## src/rtl/sfx_sequencer_if.sv

```systemverilog
// Event-request / tone-output bundle between the game logic and the sound-effect sequencer.
// The game side (master) raises request pulses; the sequencer (slave) reports playback status.
interface sfx_sequencer_if;
  logic [3:0] req;
  logic [4:0] tono_addr;
  logic       tone_on;
  logic       busy;
  logic [1:0] effect_id;
  logic [1:0] note_id;
  logic       done;

  modport master (
    output req,
    input  tono_addr, tone_on, busy, effect_id, note_id, done
  );

  modport slave (
    input  req,
    output tono_addr, tone_on, busy, effect_id, note_id, done
  );
endinterface

```

## src/rtl/sfx_sequencer.sv

```systemverilog
// Breakout sound-effect sequencer: arbitrates event requests (highest index wins, higher
// requests preempt the running effect) and walks each effect's notes, stepping the sine
// ROM address at a per-note rate derived from clock-enable counting in the clk50mhz domain.
module sfx_sequencer #(
  parameter int NOTE_TICKS = 4_000_000,
  parameter int GAP_TICKS  = 500_000,
  parameter int LIM_DO     = 'hBAA,
  parameter int LIM_RE     = 'hA64,
  parameter int LIM_MI     = 'h941,
  parameter int LIM_SOL    = 'h7C9,
  parameter int CNT_W      = 24
) (
  input  logic            clk50mhz,
  input  logic            reset_button,
  sfx_sequencer_if.slave  bus
);

  typedef enum logic [1:0] {
    IDLE = 2'd0,
    PLAY = 2'd1,
    GAP  = 2'd2
  } state_t;

  localparam logic [CNT_W-1:0] NOTE_LAST = CNT_W'(NOTE_TICKS - 1);
  localparam logic [CNT_W-1:0] GAP_LAST  = CNT_W'(GAP_TICKS - 1);

  state_t           state, state_n;
  logic [3:0]       pending;
  logic [CNT_W-1:0] tick, step;
  logic [4:0]       tono_addr;
  logic [1:0]       effect_id, note_id;
  logic             done;

  logic [3:0] act;
  logic       any_req;
  logic [1:0] hi;
  logic       preempt, note_end, gap_end, last_note, start, finish, next_note;
  logic [CNT_W-1:0] step_last;

  // Last step index of the current note: two half-periods of that note's pitch.
  function automatic logic [CNT_W-1:0] note_step_last(input logic [1:0] eff,
                                                      input logic [1:0] note);
    int lim;
    case ({eff, note})
      4'b00_00: lim = LIM_DO;
      4'b01_00: lim = LIM_RE;
      4'b10_00: lim = LIM_MI;
      4'b10_01: lim = LIM_SOL;
      4'b11_00: lim = LIM_SOL;
      4'b11_01: lim = LIM_MI;
      4'b11_10: lim = LIM_RE;
      4'b11_11: lim = LIM_DO;
      default:  lim = LIM_DO;
    endcase
    return CNT_W'(2 * lim - 1);
  endfunction

  // Arbitration and event decode shared by the next-state and datapath logic.
  always_comb begin
    // NOTE: every combinational output gets a default first so no path can infer a latch.
    hi = 2'd0;
    for (int i = 0; i < 4; i++) begin
      if (act[i]) hi = 2'(i);
    end
    case (effect_id)
      2'd2:    last_note = (note_id == 2'd1);
      2'd3:    last_note = (note_id == 2'd3);
      default: last_note = (note_id == 2'd0);
    endcase
  end

  assign act       = pending | bus.req;
  assign any_req   = |act;
  assign note_end  = (tick == NOTE_LAST);
  assign gap_end   = (tick == GAP_LAST);
  assign preempt   = (state != IDLE) && any_req && (hi > effect_id);
  assign finish    = (state == GAP) && !preempt && gap_end && last_note;
  assign next_note = (state == GAP) && !preempt && gap_end && !last_note;
  assign start     = ((state == IDLE) && any_req) || preempt || (finish && any_req);
  assign step_last = note_step_last(effect_id, note_id);

  // State register.
  always_ff @(posedge clk50mhz) begin
    // NOTE: sequential state uses non-blocking assignments so all registers update together.
    if (reset_button) state <= IDLE;
    else              state <= state_n;
  end

  // Next-state logic.
  always_comb begin
    state_n = state;
    case (state)
      IDLE: if (any_req) state_n = PLAY;
      PLAY: begin
        if (preempt)       state_n = PLAY;
        else if (note_end) state_n = GAP;
      end
      GAP: begin
        if (preempt)                 state_n = PLAY;
        else if (next_note)          state_n = PLAY;
        else if (finish && any_req)  state_n = PLAY;
        else if (finish)             state_n = IDLE;
      end
      default: state_n = IDLE;
    endcase
  end

  // Output decode from state.
  always_comb begin
    bus.tone_on = (state == PLAY);
    bus.busy    = (state != IDLE);
  end

  // Datapath: pending queue, note timing, ROM address stepping and done pulse.
  always_ff @(posedge clk50mhz) begin
    // NOTE: every register here has a defined reset value; a reset abandons playback entirely.
    if (reset_button) begin
      pending   <= '0;
      tick      <= '0;
      step      <= '0;
      tono_addr <= '0;
      effect_id <= '0;
      note_id   <= '0;
      done      <= 1'b0;
    end else begin
      pending <= act & ~(start ? (4'b0001 << hi) : 4'b0000);
      done    <= finish;
      if (start) begin
        effect_id <= hi;
        note_id   <= '0;
        tick      <= '0;
        step      <= '0;
        tono_addr <= '0;
      end else begin
        case (state)
          PLAY: begin
            if (note_end) begin
              tick      <= '0;
              step      <= '0;
              tono_addr <= '0;
            end else begin
              tick <= tick + 1'b1;
              if (step == step_last) begin
                step      <= '0;
                tono_addr <= tono_addr + 5'd1;
              end else begin
                step <= step + 1'b1;
              end
            end
          end
          GAP: begin
            if (gap_end) begin
              tick <= '0;
              step <= '0;
              if (next_note) note_id <= note_id + 2'd1;
            end else begin
              tick <= tick + 1'b1;
            end
          end
          default: ;
        endcase
      end
    end
  end

  assign bus.tono_addr = tono_addr;
  assign bus.effect_id = effect_id;
  assign bus.note_id   = note_id;
  assign bus.done      = done;

endmodule
```

## src/flat_wrapper.sv

```systemverilog
// flat-port wrapper written by rule: the top's interface ports become plain ports
module sfx_sequencer_flat 
#(
  parameter int NOTE_TICKS = 4_000_000,
  parameter int GAP_TICKS  = 500_000,
  parameter int LIM_DO     = 'hBAA,
  parameter int LIM_RE     = 'hA64,
  parameter int LIM_MI     = 'h941,
  parameter int LIM_SOL    = 'h7C9,
  parameter int CNT_W      = 24
)
  (clk50mhz, reset_button, bus_req, bus_tono_addr, bus_tone_on, bus_busy, bus_effect_id, bus_note_id, bus_done);
  sfx_sequencer_if bus_i ();
  input  logic clk50mhz;
  input  logic reset_button;
  input wire logic [$bits(bus_i.req)-1:0] bus_req;
  output wire logic [$bits(bus_i.tono_addr)-1:0] bus_tono_addr;
  output wire logic [$bits(bus_i.tone_on)-1:0] bus_tone_on;
  output wire logic [$bits(bus_i.busy)-1:0] bus_busy;
  output wire logic [$bits(bus_i.effect_id)-1:0] bus_effect_id;
  output wire logic [$bits(bus_i.note_id)-1:0] bus_note_id;
  output wire logic [$bits(bus_i.done)-1:0] bus_done;
  assign bus_i.req = bus_req;
  assign bus_tono_addr = bus_i.tono_addr;
  assign bus_tone_on = bus_i.tone_on;
  assign bus_busy = bus_i.busy;
  assign bus_effect_id = bus_i.effect_id;
  assign bus_note_id = bus_i.note_id;
  assign bus_done = bus_i.done;
  sfx_sequencer #(.NOTE_TICKS(NOTE_TICKS), .GAP_TICKS(GAP_TICKS), .LIM_DO(LIM_DO), .LIM_RE(LIM_RE), .LIM_MI(LIM_MI), .LIM_SOL(LIM_SOL), .CNT_W(CNT_W)) u_core (.clk50mhz(clk50mhz), .reset_button(reset_button), .bus(bus_i));
endmodule
```

## config.mk

```make
export PLATFORM = sky130hd
export DESIGN_NAME = sfx_sequencer_flat
export DESIGN_NICKNAME = d
export VERILOG_FILES = /design/src/rtl/sfx_sequencer_if.sv /design/src/rtl/sfx_sequencer.sv /design/src/flat_wrapper.sv
export SDC_FILE = /design/constraint.sdc
export NUM_CORES = 1
export LEC_CHECK = 0
export ABC_CLOCK_PERIOD_IN_PS = 3500
export CAP_MARGIN = 5
export CORE_MARGIN = 5
export CORE_UTILIZATION = 56
export CTS_CLUSTER_SIZE = 8
export DETAILED_ROUTE_END_ITERATION = 10
export GPL_ROUTABILITY_DRIVEN = 0
export PLACE_DENSITY = 0.76
export RECOVER_POWER = 25
export SLEW_MARGIN = 20
export SYNTH_ARGS = -nofsm -noshare
export SYNTH_HDL_FRONTEND = slang
export SYNTH_SLANG_ARGS = --single-unit
```

## constraint.sdc

```tcl
create_clock -name clk50mhz -period 3.5 [get_ports clk50mhz]
set_input_delay 0.35 -clock clk50mhz [delete_from_list [all_inputs] [get_ports clk50mhz]]
set_output_delay 0.35 -clock clk50mhz [all_outputs]
set_load 0.01 [all_outputs]
```

==> reports/qor.txt, run 1 <==
Status -> finished, final reports clean
Clk_lat worst skew -> 0.34 ns
Starting Density -> 57.3%
Area Overhead vs Synth -> 13.2%
Most frequent cells in the layout -> dfxtp_1, nand2_1, nor2_1
P_leak -> 1.54 nW
Synth area leader -> dfxtp_1
RSZ-0062 raised after global routing -> false
Synth Flop Type -> dfxtp_1
Die Ht -> 93.2 µm
Total die area -> 0.00868 mm²
CTS tree -> yes
Worst Hold Margin -> 0.499 ns
Critical path class -> reg -> reg
Total negative slack -> 0 ns
Vias in the first global route -> 3258
Critical Path AT -> 3.51 ns
Seq pwr share -> 34.5%
Antenna fix cells -> 0
Synth top area cells -> dfxtp_1, xor2_1, ha_1, nand2_1, nor2_1
Clock-pin slew on the worst setup and hold paths -> 0.07 ns
Net Sw Frac -> 31.5%
Die extent in x -> 93.2 µm
Crit Path Max Fanout -> 17
Non-Filler Instances -> 570
Final setup margin -> 0.182 ns
Final Cycle Share -> 94.8%
Max Fclk -> 301 MHz
Net Sw Power -> 0.000715 W
Top-level port count -> 18
Largest net degree at the start of global routing -> 24
CP Capture Type -> register
Final hold violations -> 0
DR iter-0 viols -> 273
Worst Path Required -> 3.69 ns
Proportion of netlist area held by the largest area contributor -> 33.1%
Initial antenna violation count -> 0
Cell Pwr Density -> 518 mW/mm²
H-tree depth -> 3
Routed vias -> 3452
Wire per inst -> 15.5 µm
DR pass1 iterations -> 5
CP Launch Type -> register
CTS buffer count -> 9
Detailed-route vias per instance -> 6.06
Syn nets -> 488
Placed Cells -> 554
Post-layout min period -> 3.32 ns
Post-DP HPWL -> 6350 µm
I/O Buffers -> 17
Max-Cap Viols -> 0
Final setup fails -> 0
Core Region -> 0.00676 mm²
Post-CTS Hold Fix Bufs -> 0
Layout cells sized above 1 -> 8.98%
Post-synth EDFFs -> 0
Synthesized area -> 0.00387 mm²
Rel. slew slack -> 51.6%
Yosys Warn Count -> 0
Sequential area share after synthesis -> 33.1%
DRC Markers -> 0
GR Util All Layers -> 21.5%
Commonest non-fill, non-tap cell in the layout -> dfxtp_1
Tightest Pin Transition -> 0.726 ns
Clock Power Share -> 36.7%
Overflow after GRT -> 0
Synth cell types -> 65
Pint -> 0.00156 W
Final Max Slew Viols -> 0
Clock Skew -> 0.0127 ns
Post-Syn Instances -> 467
First-pass GRT wire length -> 15200 µm
Synth async-reset ratio -> 0%
FF+latch count, synth -> 64
Setup Slack @ Placement -> 0.0972 ns
CTS root buf -> clkbuf_8
Drt total wl -> 8840 µm
CTS sink cnt -> 64
Hold crit path type -> reg -> reg
Synth Area per Inst -> 8.29 µm²
Gate power share -> 28.8%
Worst vdd ir -> 0.000262 V
FP Rows -> 30
Clock Tree Buf Depth -> 2
Nets -> 506
ANT nets after route -> 0
-- critical path: stages (launching register included) --
cell and delay, ns:
dfxtp_2 0.35, inv_1 0.12, ha_1 0.19, nand2_1 0.09, o21ai_0 0.24, ha_1 0.29
xor2_1 0.23, and3_1 0.19, nand4_1 0.09, or4_1 0.39, or4_1 0.47, buf_4 0.22
nand2_8 0.14, o311ai_0 0.15
-- logic make-up after synthesis --
logic type / share of synthesized area [%]
AOI/OAI and AO/OA: 14.4
xor gates and xnor gates: 8.59
adders and majority gates: 4.84
buffers and inverters: 4.88
DFF: 33.1
muxes: 3.68
and+or+nand+nor: 30.6
-- worst paths after layout --
| path | start | to | slack, ns | cells past startpoint |
|---|---|---|---|---|
| max | u_core.bus.note_id[0]$_SDFFE_PP0P_ | u_core.step[16]$_SDFFE_PP0P_ | 0.18 | 13 |
| min | u_core.tick[1]$_SDFFE_PP0P_ | u_core.tick[1]$_SDFFE_PP0P_ | 0.50 | 2 |
| max reg2reg | u_core.bus.note_id[0]$_SDFFE_PP0P_ | u_core.step[16]$_SDFFE_PP0P_ | 0.18 | 13 |
| min reg2reg | u_core.tick[1]$_SDFFE_PP0P_ | u_core.tick[1]$_SDFFE_PP0P_ | 0.50 | 2 |
-- registers in the layout, indices dropped and copies added (netlist names) --
signal,cells
u_core.bus.done,1
u_core.bus.effect_id,2
u_core.bus.note_id,2
u_core.bus.tono_addr,5
u_core.pending,4
u_core.state,2
u_core.step,24
u_core.tick,24
-- metal layers --
metal	wire, µm	part of all wire, %	up-vias	track usage, %
li1	-	-	1732	-
met5	0	0	-	0
met2	4060	46	80	34.6
met3	288	3.3	8	4.34
met4	99	1.1	0	6.96
met1	4380	50	1632	28.8
-- metrics by stage --
stage / util [%] / power, W / instance area, µm²
floorplan: - / 0.00128 / 3870
global placement: 60.9 / 0.00144 / 4110
detailed placement: 60.9 / 0.00145 / 4110
CTS: 64.7 / 0.00228 / 4370
global route: 64.9 / 0.00239 / 4380
finish: 64.9 / 0.00227 / 4380
-- power by group through the flow --
stage,clock [W],sequential [W],combinational [W]
after floorplan,0,0.000792,0.000490
after global placement,0,0.000799,0.000639
after detailed placement,0,0.000799,0.000647
after CTS,0.000847,0.000782,0.000652
after global routing,0.000885,0.000787,0.000722
final,0.000834,0.000783,0.000654
-- area by class of cell --
type                            count  area (µm²)
Clock buffer                       11         131
Tap cell                           80         100
Timing Repair Buffer               29         260
Fill cell                         586        2370
Inverter                           18        67.6
Clock inverter                      5         129
Sequential cell                    64        1280
Multi-Input combinational cell    363        2410
-- timing repair --
item	in CTS	in global routing
gates resized for setup	0	3
endpoints found under the setup margin	0	15
setup buffers	0	0
-- synthesized netlist by cell type, drive strengths merged, types with 3 or more instances --
cell,instances
a211o,4
a211oi,4
a21oi,17
a31oi,6
and3,14
and4,5
buf,11
clkbuf,11
dfxtp,64
ha,15
inv,18
mux2,4
mux2i,9
nand2,50
nand2b,8
nand3,24
nand3b,3
nand4,25
nor2,46
nor2b,5
nor3,8
nor4,7
nor4b,5
nor4bb,4
o21ai,14
o22ai,3
o311ai,10
or4,4
xnor2,14
xor2,24
Note: power is estimated with default switching activity, not from simulation.
==> run 2: changes to the inputs <==
Settings changed: ABC_CLOCK_PERIOD_IN_PS 3500 to 4300.
Clock period 3.5 ns to 4.3 ns, I/O delays scaled along.
==> run 2 against run 1 <==
Net effect: clock-buffer cell count up 2; clock skew shrank 0.0049 ns; largest power group is now registers; via count is 0.23% higher.
==> reports/qor.txt, run 2 (synthesized netlist as in run 1, its figures left out) <==
Status -> finished, final reports clean
Placed Cells -> 548
Post-DP HPWL -> 6340 µm
Final Cycle Share -> 86.9%
ANT nets after route -> 0
Hold crit path type -> reg -> reg
CP Launch Point -> u_core.bus.note_id[1]$_SDFFE_PP0P_
Largest net degree at the start of global routing -> 24
Vias in the first global route -> 3276
DR pass1 iterations -> 5
Most frequent cells in the layout -> dfxtp_1, nand2_1, nor2_1
CP Capture Type -> register
Worst Path Required -> 4.50 ns
Non-Filler Instances -> 563
Fill cells -> 599
Overflow after GRT -> 0
Wire per inst -> 15.5 µm
Tightest Pin Transition -> 0.903 ns
Final Max Slew Viols -> 0
Max Fclk -> 268 MHz
GRT met2 Usage -> 35.6%
CTS tree -> yes
Core Region -> 0.00676 mm²
Clock-pin slew on the worst setup and hold paths -> 0.07 ns
Area Overhead vs Synth -> 9.75%
Pwr Total -> 0.00165 W
Critical Path AT -> 3.94 ns
Gate power share -> 31.2%
Detailed-route vias per instance -> 6.15
Worst vdd ir -> 0.000250 V
Layout cells sized above 1 -> 7.25%
Routed vias -> 3460
Seq pwr share -> 38.7%
Total negative slack -> 0 ns
Clock Skew -> 0.00781 ns
Commonest non-fill, non-tap cell in the layout -> dfxtp_1
Antenna fix cells -> 0
Crit Path Max Fanout -> 17
Clk_lat worst skew -> 0.34 ns
First-pass GRT wire length -> 15500 µm
Reg2reg start -> u_core.bus.note_id[1]$_SDFFE_PP0P_
CTS sink cnt -> 64
DR iter-0 viols -> 219
Clock Tree Buf Depth -> 2
Clock Power Share -> 30.1%
Post-layout min period -> 3.74 ns
Final setup fails -> 0
Post-CTS setup buffers -> 0
P_leak -> 1.48 nW
RSZ-0062 raised after global routing -> false
Hold_sp -> u_core.pending[2]$_SDFF_PP0_
Cell Pwr Density -> 387 mW/mm²
Initial antenna violation count -> 0
GR Util All Layers -> 21.8%
Drt total wl -> 8750 µm
Final setup margin -> 0.564 ns
Largest regs -> u_core.step x24, u_core.tick x24, u_core.bus.tono_addr x5
Top-level port count -> 18
Critical path class -> reg -> reg
CTS root buf -> clkbuf_8
Max incr delay on CP -> 0.78 ns
H-tree depth -> 3
Max-Cap Viols -> 0
Net Sw Power -> 0.000570 W
Setup Slack @ Placement -> 0.614 ns
Starting Density -> 57.3%
Die Ht -> 93.2 µm
Total die area -> 0.00868 mm²
CP Launch Type -> register
Post-cts sizing count -> 0
Worst Hold Margin -> 0.507 ns
Die extent in x -> 93.2 µm
Net Sw Frac -> 34.6%
I/O Buffers -> 17
DRC Markers -> 0
FP Rows -> 30
Rel. slew slack -> 39.1%
Global routing's busiest layer -> met2
Met3 Use GR -> 4.59%
Final hold violations -> 0
CTS buffer count -> 9
Pint -> 0.00108 W
Nets -> 500
Post-CTS Hold Fix Bufs -> 0
Slowest CP cell -> or4_1
Worst path cell trace -> inv_1, ha_1, nand2_1, o21ai_0, ha_1, xor2_1, and3_1, nand4_1, or4_1, or4_1, nand2_4, o311ai_0
GR Layer Usage met1 -> 28.6%
-- run 2: changes by cell type in the layout (fill, tap and decap cells not counted) --
| cell | before | now |
|---|---|---|
| nand2_8 | 1 | 0 |
| o311ai_0 | 4 | 5 |
| dfxtp_1 | 62 | 64 |
| buf_4 | 12 | 4 |
| clkinvlp_4 | 0 | 1 |
| o311ai_1 | 6 | 5 |
| clkbuf_8 | 9 | 13 |
| dfxtp_2 | 2 | 0 |
| bufinv_16 | 4 | 0 |
| clkinv_4 | 1 | 0 |
| nand2_4 | 0 | 1 |
| clkinv_2 | 0 | 1 |
-- run 2: layout make-up --
| class | count | area [µm²] | share of cell area [%] |
|---|---|---|---|
| clock buffers | 13 | 179 | 4.21 |
| well taps | 80 | 100 | 2.35 |
| clock inverters | 2 | 12.5 | 0.294 |
| flip-flops and latches | 64 | 1280 | 30.1 |
| inverters | 18 | 67.6 | 1.59 |
| multi-input cells | 363 | 2400 | 56.5 |
| repair buffers | 23 | 208 | 4.89 |
-- run 2: through the flow --
stage	cell area (µm²)	utilization (%)
CTS	4260	63.0
global route	4250	62.9
global placement	4070	60.2
floorplan	3870	-
finish	4250	62.9
detailed placement	4070	60.2
-- run 2: path summary, 6_finish.rpt --
check	endpoint	slack [ns]	cells past startpoint
worst max-delay path	u_core.step[18]$_SDFFE_PP0P_	0.56	12
worst min-delay path	u_core.pending[2]$_SDFF_PP0_	0.51	2
worst max register to register	u_core.step[18]$_SDFFE_PP0P_	0.56	12
worst min register to register	u_core.pending[2]$_SDFF_PP0_	0.51	2
-- run 2: routing by layer --
metal  vias to the layer above  share of wire, %
li1                       1721                 -
met1                      1651                47
met2                        78                47
met3                        10               4.1
met4                         0               1.3
met5                         -                 0
-- run 2: worst max-delay path: cells and delay by family, from the launching register on --
| family | cells | cell delay [ns] |
|---|---|---|
| buffers and inverters | 1 | 0.12 |
| adder cells (fa/ha/maj) | 2 | 0.58 |
| AND/OR/NAND/NOR | 6 | 1.89 |
| AO/OA/AOI/OAI | 2 | 0.25 |
| XOR/XNOR | 1 | 0.21 |
| flip-flops | 1 | 0.56 |
-- run 2: power by group through the flow --
stage               Clock (W)  Sequential, W  Combinational, W
floorplan                   0       0.000645          0.000399
global placement            0       0.000651          0.000511
detailed placement          0       0.000652          0.000515
CTS                  0.000502       0.000638          0.000520
global route         0.000531       0.000642          0.000573
finish               0.000496       0.000638          0.000514
==> run 3: changes to the inputs <==
Settings changed: CORE_MARGIN 5 to 2.
==> run 3 against run 2 <==
Net effect: utilization is 0.28 points higher; via count is 2.1% lower; first-iteration DRC count is 18% lower; combinational power is 1% higher; routed wire length is 0.65% lower; critical path type unchanged; critical endpoint unchanged; highest routed layer unchanged.
==> reports/qor.txt, run 3 (synthesized netlist as in run 1, its figures left out) <==
Status -> finished, final reports clean
Worst hold endpoint -> u_core.tick[1]$_SDFFE_PP0P_
Post-CTS setup buffers -> 0
Max Fclk -> 266 MHz
Setup Slack @ Placement -> 0.579 ns
Gate power share -> 30.6%
Total negative slack -> 0 ns
Final hold violations -> 0
Layout cells sized above 1 -> 7.64%
Non-Filler Instances -> 564
Max-Cap Viols -> 0
P_leak -> 1.49 nW
CTS sink cnt -> 64
Die Ht -> 87.2 µm
Seq pwr share -> 37.5%
Net Sw Frac -> 35.6%
Critical path class -> reg -> reg
Reg2reg start -> u_core.bus.note_id[1]$_SDFFE_PP0P_
Final setup fails -> 0
DRC Markers -> 0
FP Rows -> 30
Clock-pin slew on the worst setup and hold paths -> 0.07 ns
H-tree depth -> 3
Post-CTS Hold Fix Bufs -> 0
Largest net degree at the start of global routing -> 24
Clock Skew -> 0.0148 ns
Hold_sp -> u_core.tick[1]$_SDFFE_PP0P_
Clock Power Share -> 31.9%
Starting Density -> 57.3%
Rel. slew slack -> 34.5%
Final Cycle Share -> 87.4%
Final setup margin -> 0.542 ns
Hold crit path type -> reg -> reg
Worst R2R Setup Slack -> 0.54 ns
Reg-to-reg endpoint -> u_core.step[18]$_SDFFE_PP0P_
Vias in the first global route -> 3185
I/O Buffers -> 17
GR Util All Layers -> 24.5%
CP Launch Type -> register
Nets -> 500
Pint -> 0.00109 W
Cell Pwr Density -> 398 mW/mm²
Worst vdd ir -> 0.000239 V
Top-level port count -> 18
Worst R2R Path Depth -> 12
Overflow after GRT -> 0
Detailed-route vias per instance -> 6.01
Clk_lat worst skew -> 0.36 ns
Die extent in x -> 87.2 µm
Post-cts sizing count -> 0
Drt total wl -> 8700 µm
Clock Tree Buf Depth -> 2
Routed vias -> 3388
CP Capture Type -> register
Wire per inst -> 15.4 µm
First-pass GRT wire length -> 14800 µm
ANT nets after route -> 0
Post-DP HPWL -> 6170 µm
Antenna fix cells -> 0
CTS tree -> yes
Net Sw Power -> 0.000604 W
CTS buffer count -> 9
Tightest Pin Transition -> 0.970 ns
Area Overhead vs Synth -> 10.2%
Final Max Slew Viols -> 0
Placed Cells -> 548
DR pass1 iterations -> 5
CTS root buf -> clkbuf_8
Critical Path AT -> 3.98 ns
Total die area -> 0.00760 mm²
Core Region -> 0.00676 mm²
Crit Path Max Fanout -> 17
Worst Hold Depth -> 2
Initial antenna violation count -> 0
RSZ-0062 raised after global routing -> false
Commonest non-fill, non-tap cell in the layout -> dfxtp_1
Post-layout min period -> 3.76 ns
Worst Path Required -> 4.52 ns
Most frequent cells in the layout -> dfxtp_1, nand2_1, nor2_1
Largest regs -> u_core.step x24, u_core.tick x24, u_core.bus.tono_addr x5
DR iter-0 viols -> 180
[run 3: changes by cell type in the layout (fill, tap and decap cells not counted), sizes merged]
cell / delta
clkdlybuf4s50: -1
clkbuf: -4
bufinv: +1
buf: +1
clkinv: +3
dlygate4sd3: +1
[run 3: through the flow]
step	cell area [µm²]	hold slack (ns)	util, %	total power [W]
2_1_floorplan	3870	0.463	-	0.00104
3_3_place_gp	4070	0.479	60.2	0.00116
3_5_place_dp	4070	0.493	60.2	0.00117
4_1_cts	4270	0.505	63.3	0.00171
5_1_grt	4270	0.542	63.2	0.00179
6_report	4270	0.508	63.2	0.00170
[run 3: routing by layer]
metal | share of wire [%] | vias up | GRT usage, %
met1 | 50 | 1586 | 34.5
met5 | 0 | - | 0
met4 | 1.1 | 0 | 8.25
met2 | 45 | 71 | 37.5
met3 | 3.8 | 10 | 4.83
li1 | - | 1721 | -
[run 3: worst max path at each step]
stage,from,end,slack (ns),depth (start not counted)
after floorplan,u_core.bus.note_id[1]$_SDFFE_PP0P_,u_core.step[12]$_SDFFE_PP0P_,1.09,15
after global placement,u_core.bus.note_id[1]$_SDFFE_PP0P_,u_core.step[17]$_SDFFE_PP0P_,0.77,12
after detailed placement,u_core.bus.note_id[1]$_SDFFE_PP0P_,u_core.step[18]$_SDFFE_PP0P_,0.58,12
after CTS,u_core.bus.note_id[1]$_SDFFE_PP0P_,u_core.step[16]$_SDFFE_PP0P_,0.55,12
after global routing,u_core.state[0]$_SDFFE_PP0P_,u_core.tick[8]$_SDFFE_PP0P_,0.19,9
final,u_core.bus.note_id[1]$_SDFFE_PP0P_,u_core.step[18]$_SDFFE_PP0P_,0.54,12
[run 3: power groups by stage]
stage	clock network (W)	logic (W)	registers, W
final	0.000542	0.000519	0.000637
after global placement	0	0.000511	0.000650
after floorplan	0	0.000399	0.000645
after detailed placement	0	0.000517	0.000651
after global routing	0.000572	0.000574	0.000640
after CTS	0.000547	0.000522	0.000637
[run 3: final cells by class]
cell class | instances | area [µm²]
clock buffers | 10 | 138
clock inverters | 6 | 68.8
fillers | 596 | 2490
inverters | 18 | 67.6
multi-input cells | 363 | 2400
flip-flops and latches | 64 | 1280
well taps | 80 | 100
repair buffers | 23 | 211
[run 3: worst max-delay path, cell delays in order, from the launching register on]
cell      delay, ns
dfxtp_1        0.57
inv_1          0.12
ha_1           0.28
nand2_1        0.13
o21ai_0        0.10
ha_1           0.30
xor2_1         0.20
and3_1         0.18
nand4_1        0.09
or4_1          0.40
or4_1          0.80
nand2_4        0.30
o311ai_0       0.15
==> patch: new RTL, config.mk and constraints of run 2 <==
`CNT_W` is set to 24 in 2 places; all go to 48.
--- a/src/rtl/sfx_sequencer.sv
+++ b/src/rtl/sfx_sequencer.sv
@@ -8,7 +8,7 @@
   parameter int LIM_RE     = 'hA64,
   parameter int LIM_MI     = 'h941,
   parameter int LIM_SOL    = 'h7C9,
-  parameter int CNT_W      = 24
+  parameter int CNT_W      = 48
 ) (
   input  logic            clk50mhz,
   input  logic            reset_button,
--- a/src/flat_wrapper.sv
+++ b/src/flat_wrapper.sv
@@ -7,7 +7,7 @@
   parameter int LIM_RE     = 'hA64,
   parameter int LIM_MI     = 'h941,
   parameter int LIM_SOL    = 'h7C9,
-  parameter int CNT_W      = 24
+  parameter int CNT_W      = 48
 )
   (clk50mhz, reset_button, bus_req, bus_tono_addr, bus_tone_on, bus_busy, bus_effect_id, bus_note_id, bus_done);
   sfx_sequencer_if bus_i ();
Formal check against the unedited RTL: same outputs for any inputs over 10 cycles, from zero or initial values and one cycle with reset_button high; that may be too few to reach the edited logic, so the function may still have changed.
==> patch against run 2 <==
  * Non-clock buffer count is 9 higher
  * Final area rose by 69%
  * Sequential share of layout area up 1.1 points
  * Total power increased by 62%
  * Highest routed layer unchanged
  * Hold slack worse by 0.0082 ns
  * Sequential power grew 71%
  * Clock power up 77%
  * Synthesized cell count increased by 75%
  * Critical endpoint is now u_core.step[13]
  * Sequential cell count increased by 48
  * Largest power group unchanged
  * Worst setup slack lost 0.23 ns
  * Wire length grew 89%
  * Synthesized area is 71% higher
  * Largest cell class unchanged
  * Count of clock-buffer cells in the layout is 3 lower
==> patch: results (changes against run 2) <==
Multiplexer share of the synthesized area: 1.78% (was 3.68%)
Pin count of the biggest net entering global routing: 48 (was 24)
Worst stage delay on the critical path: 0.67 ns (was 0.78 ns)
First-iteration detailed-routing DRC count: 585 (was 219)
Via density per instance: 6.45 (was 6.15)
Drt wl/cell: 17.2 um (was 15.5 um)
Total wirelength of the detailed-routed design: 16,500 um (was 8750 um)
Post-synthesis cell type count: 71 (was 65)
DP Wirelength: 11,600 um (was 6340 um)
First-pass GRT wire length: 27,700 um (was 15,500 um)
Slowest cell on the critical path: sky130_fd_sc_hd__or4_4 (was sky130_fd_sc_hd__or4_1)
Worst r2r src: u_core.bus.note_id[0] (was u_core.bus.note_id[1])
Leading post-synthesis cells by cell area: sky130_fd_sc_hd__dfxtp_1 (34%), sky130_fd_sc_hd__xor2_1 (5.6%), sky130_fd_sc_hd__nand2_1 (4.9%) (was sky130_fd_sc_hd__dfxtp_1 (33%), sky130_fd_sc_hd__xor2_1 (5.4%), sky130_fd_sc_hd__ha_1 (4.8%))
Mapped Nets: 838 (was 488)
Via count of the first global-routing pass: 5,859 (was 3,276)
Status: finished clean (unchanged)
Clock network latency to the later pin of the worst-skew pair: 0.37 ns (was 0.34 ns)
Registers with the most flip-flops: u_core.step: 48 flops, u_core.tick: 48 flops, u_core.bus.tono_addr: 5 flops (was u_core.step: 24 flops, u_core.tick: 24 flops, u_core.bus.tono_addr: 5 flops)
Leading cell types by count after synthesis: sky130_fd_sc_hd__dfxtp_1 (112), sky130_fd_sc_hd__nand2_1 (87), sky130_fd_sc_hd__nor2_1 (85), sky130_fd_sc_hd__nand4_1 (51), sky130_fd_sc_hd__xor2_1 (42) (was sky130_fd_sc_hd__dfxtp_1 (64), sky130_fd_sc_hd__nand2_1 (48), sky130_fd_sc_hd__nor2_1 (46), sky130_fd_sc_hd__nand4_1 (25))
Clock Skews: 0.0142 ns (was 0.00781 ns)
Post-synthesis area per instance: 8.11 sq um (was 8.29 sq um)
XOR/XNOR share of the synthesized area: 9.33% (was 8.59%)
Worst Max-Slew Pin Slew: 1.15 ns (was 0.903 ns)
Adder-cell area share of the yosys netlist: 3.02% (was 4.84%)
Place WS: 0.0496 ns (was 0.614 ns)
Proportion of synthesized chip area in sequential cells: 33.9% (was 33.1%)
Placed Instances: 946 (was 548)
Maximum ir drop on the vdd rail: 0.334 mV (was 0.250 mV)
## patch: final cells by class
cell class              count  area (sq um)
clock buffers              10           229
clock inverters             6          77.6
fillers                   996          4330
inverters                  19          71.3
multi-input cells         640          4120
flip-flops and latches    112          2240
well taps                 143           179
repair buffers             32           272
## patch: metrics by stage
| step | hold slack, ns | power [mW] |
|---|---|---|
| finish | 0.499 | 2.67 |
| global route | 0.543 | 2.78 |
| CTS | 0.501 | 2.67 |
| detailed placement | 0.490 | 1.81 |
| global placement | 0.481 | 1.78 |
| floorplan | 0.463 | 1.62 |
## patch: final timing paths
path | to | slack [ns] | cells past startpoint
max | u_core.step[13] | 0.33 | 13
min | u_core.tick[1] | 0.50 | 2
min reg2reg | u_core.tick[1] | 0.50 | 2
max reg2reg | u_core.step[13] | 0.33 | 13
## patch: metal layers
layer	vias to the layer above	part of all wire (%)	global-route usage, %
met5	-	0	0
met4	0	2.6	9.63
met2	204	49	39.3
met3	36	5.9	4.97
li1	3019	-	-
met1	2945	42	29.0
## patch: worst reg2reg max path, cell delays in order (launching register included)
cell,delay (ns)
sky130_fd_sc_hd__dfxtp_1,0.48
sky130_fd_sc_hd__inv_1,0.11
sky130_fd_sc_hd__ha_1,0.23
sky130_fd_sc_hd__nor2b_1,0.17
sky130_fd_sc_hd__o21ai_0,0.19
sky130_fd_sc_hd__o21ai_0,0.11
sky130_fd_sc_hd__ha_1,0.25
sky130_fd_sc_hd__xnor2_1,0.15
sky130_fd_sc_hd__or3_1,0.38
sky130_fd_sc_hd__a2111oi_0,0.45
sky130_fd_sc_hd__nand3b_1,0.22
sky130_fd_sc_hd__or4_4,0.67
sky130_fd_sc_hd__nand2_8,0.23
sky130_fd_sc_hd__o311ai_0,0.18
## patch: power breakdown
part | switching (mW) | internal, mW
clock network | 0.415 | 0.463
registers | 0.0309 | 1.06
logic | 0.448 | 0.250
total | 0.894 | 1.77
## patch: cell families after synthesis
logic type / Yosys count
flip-flops: 112
AND/OR/NAND/NOR: 423
multiplexers: 11
buffers and inverters: 64
XOR/XNOR: 69
other: 1
adder cells (fa/ha/maj): 16
AO/OA/AOI/OAI: 120
## patch: repair_timing
action                                  CTS  global route
gates resized for setup                   1             1
buffers inserted                          0             0
endpoints found under the setup margin    1             1
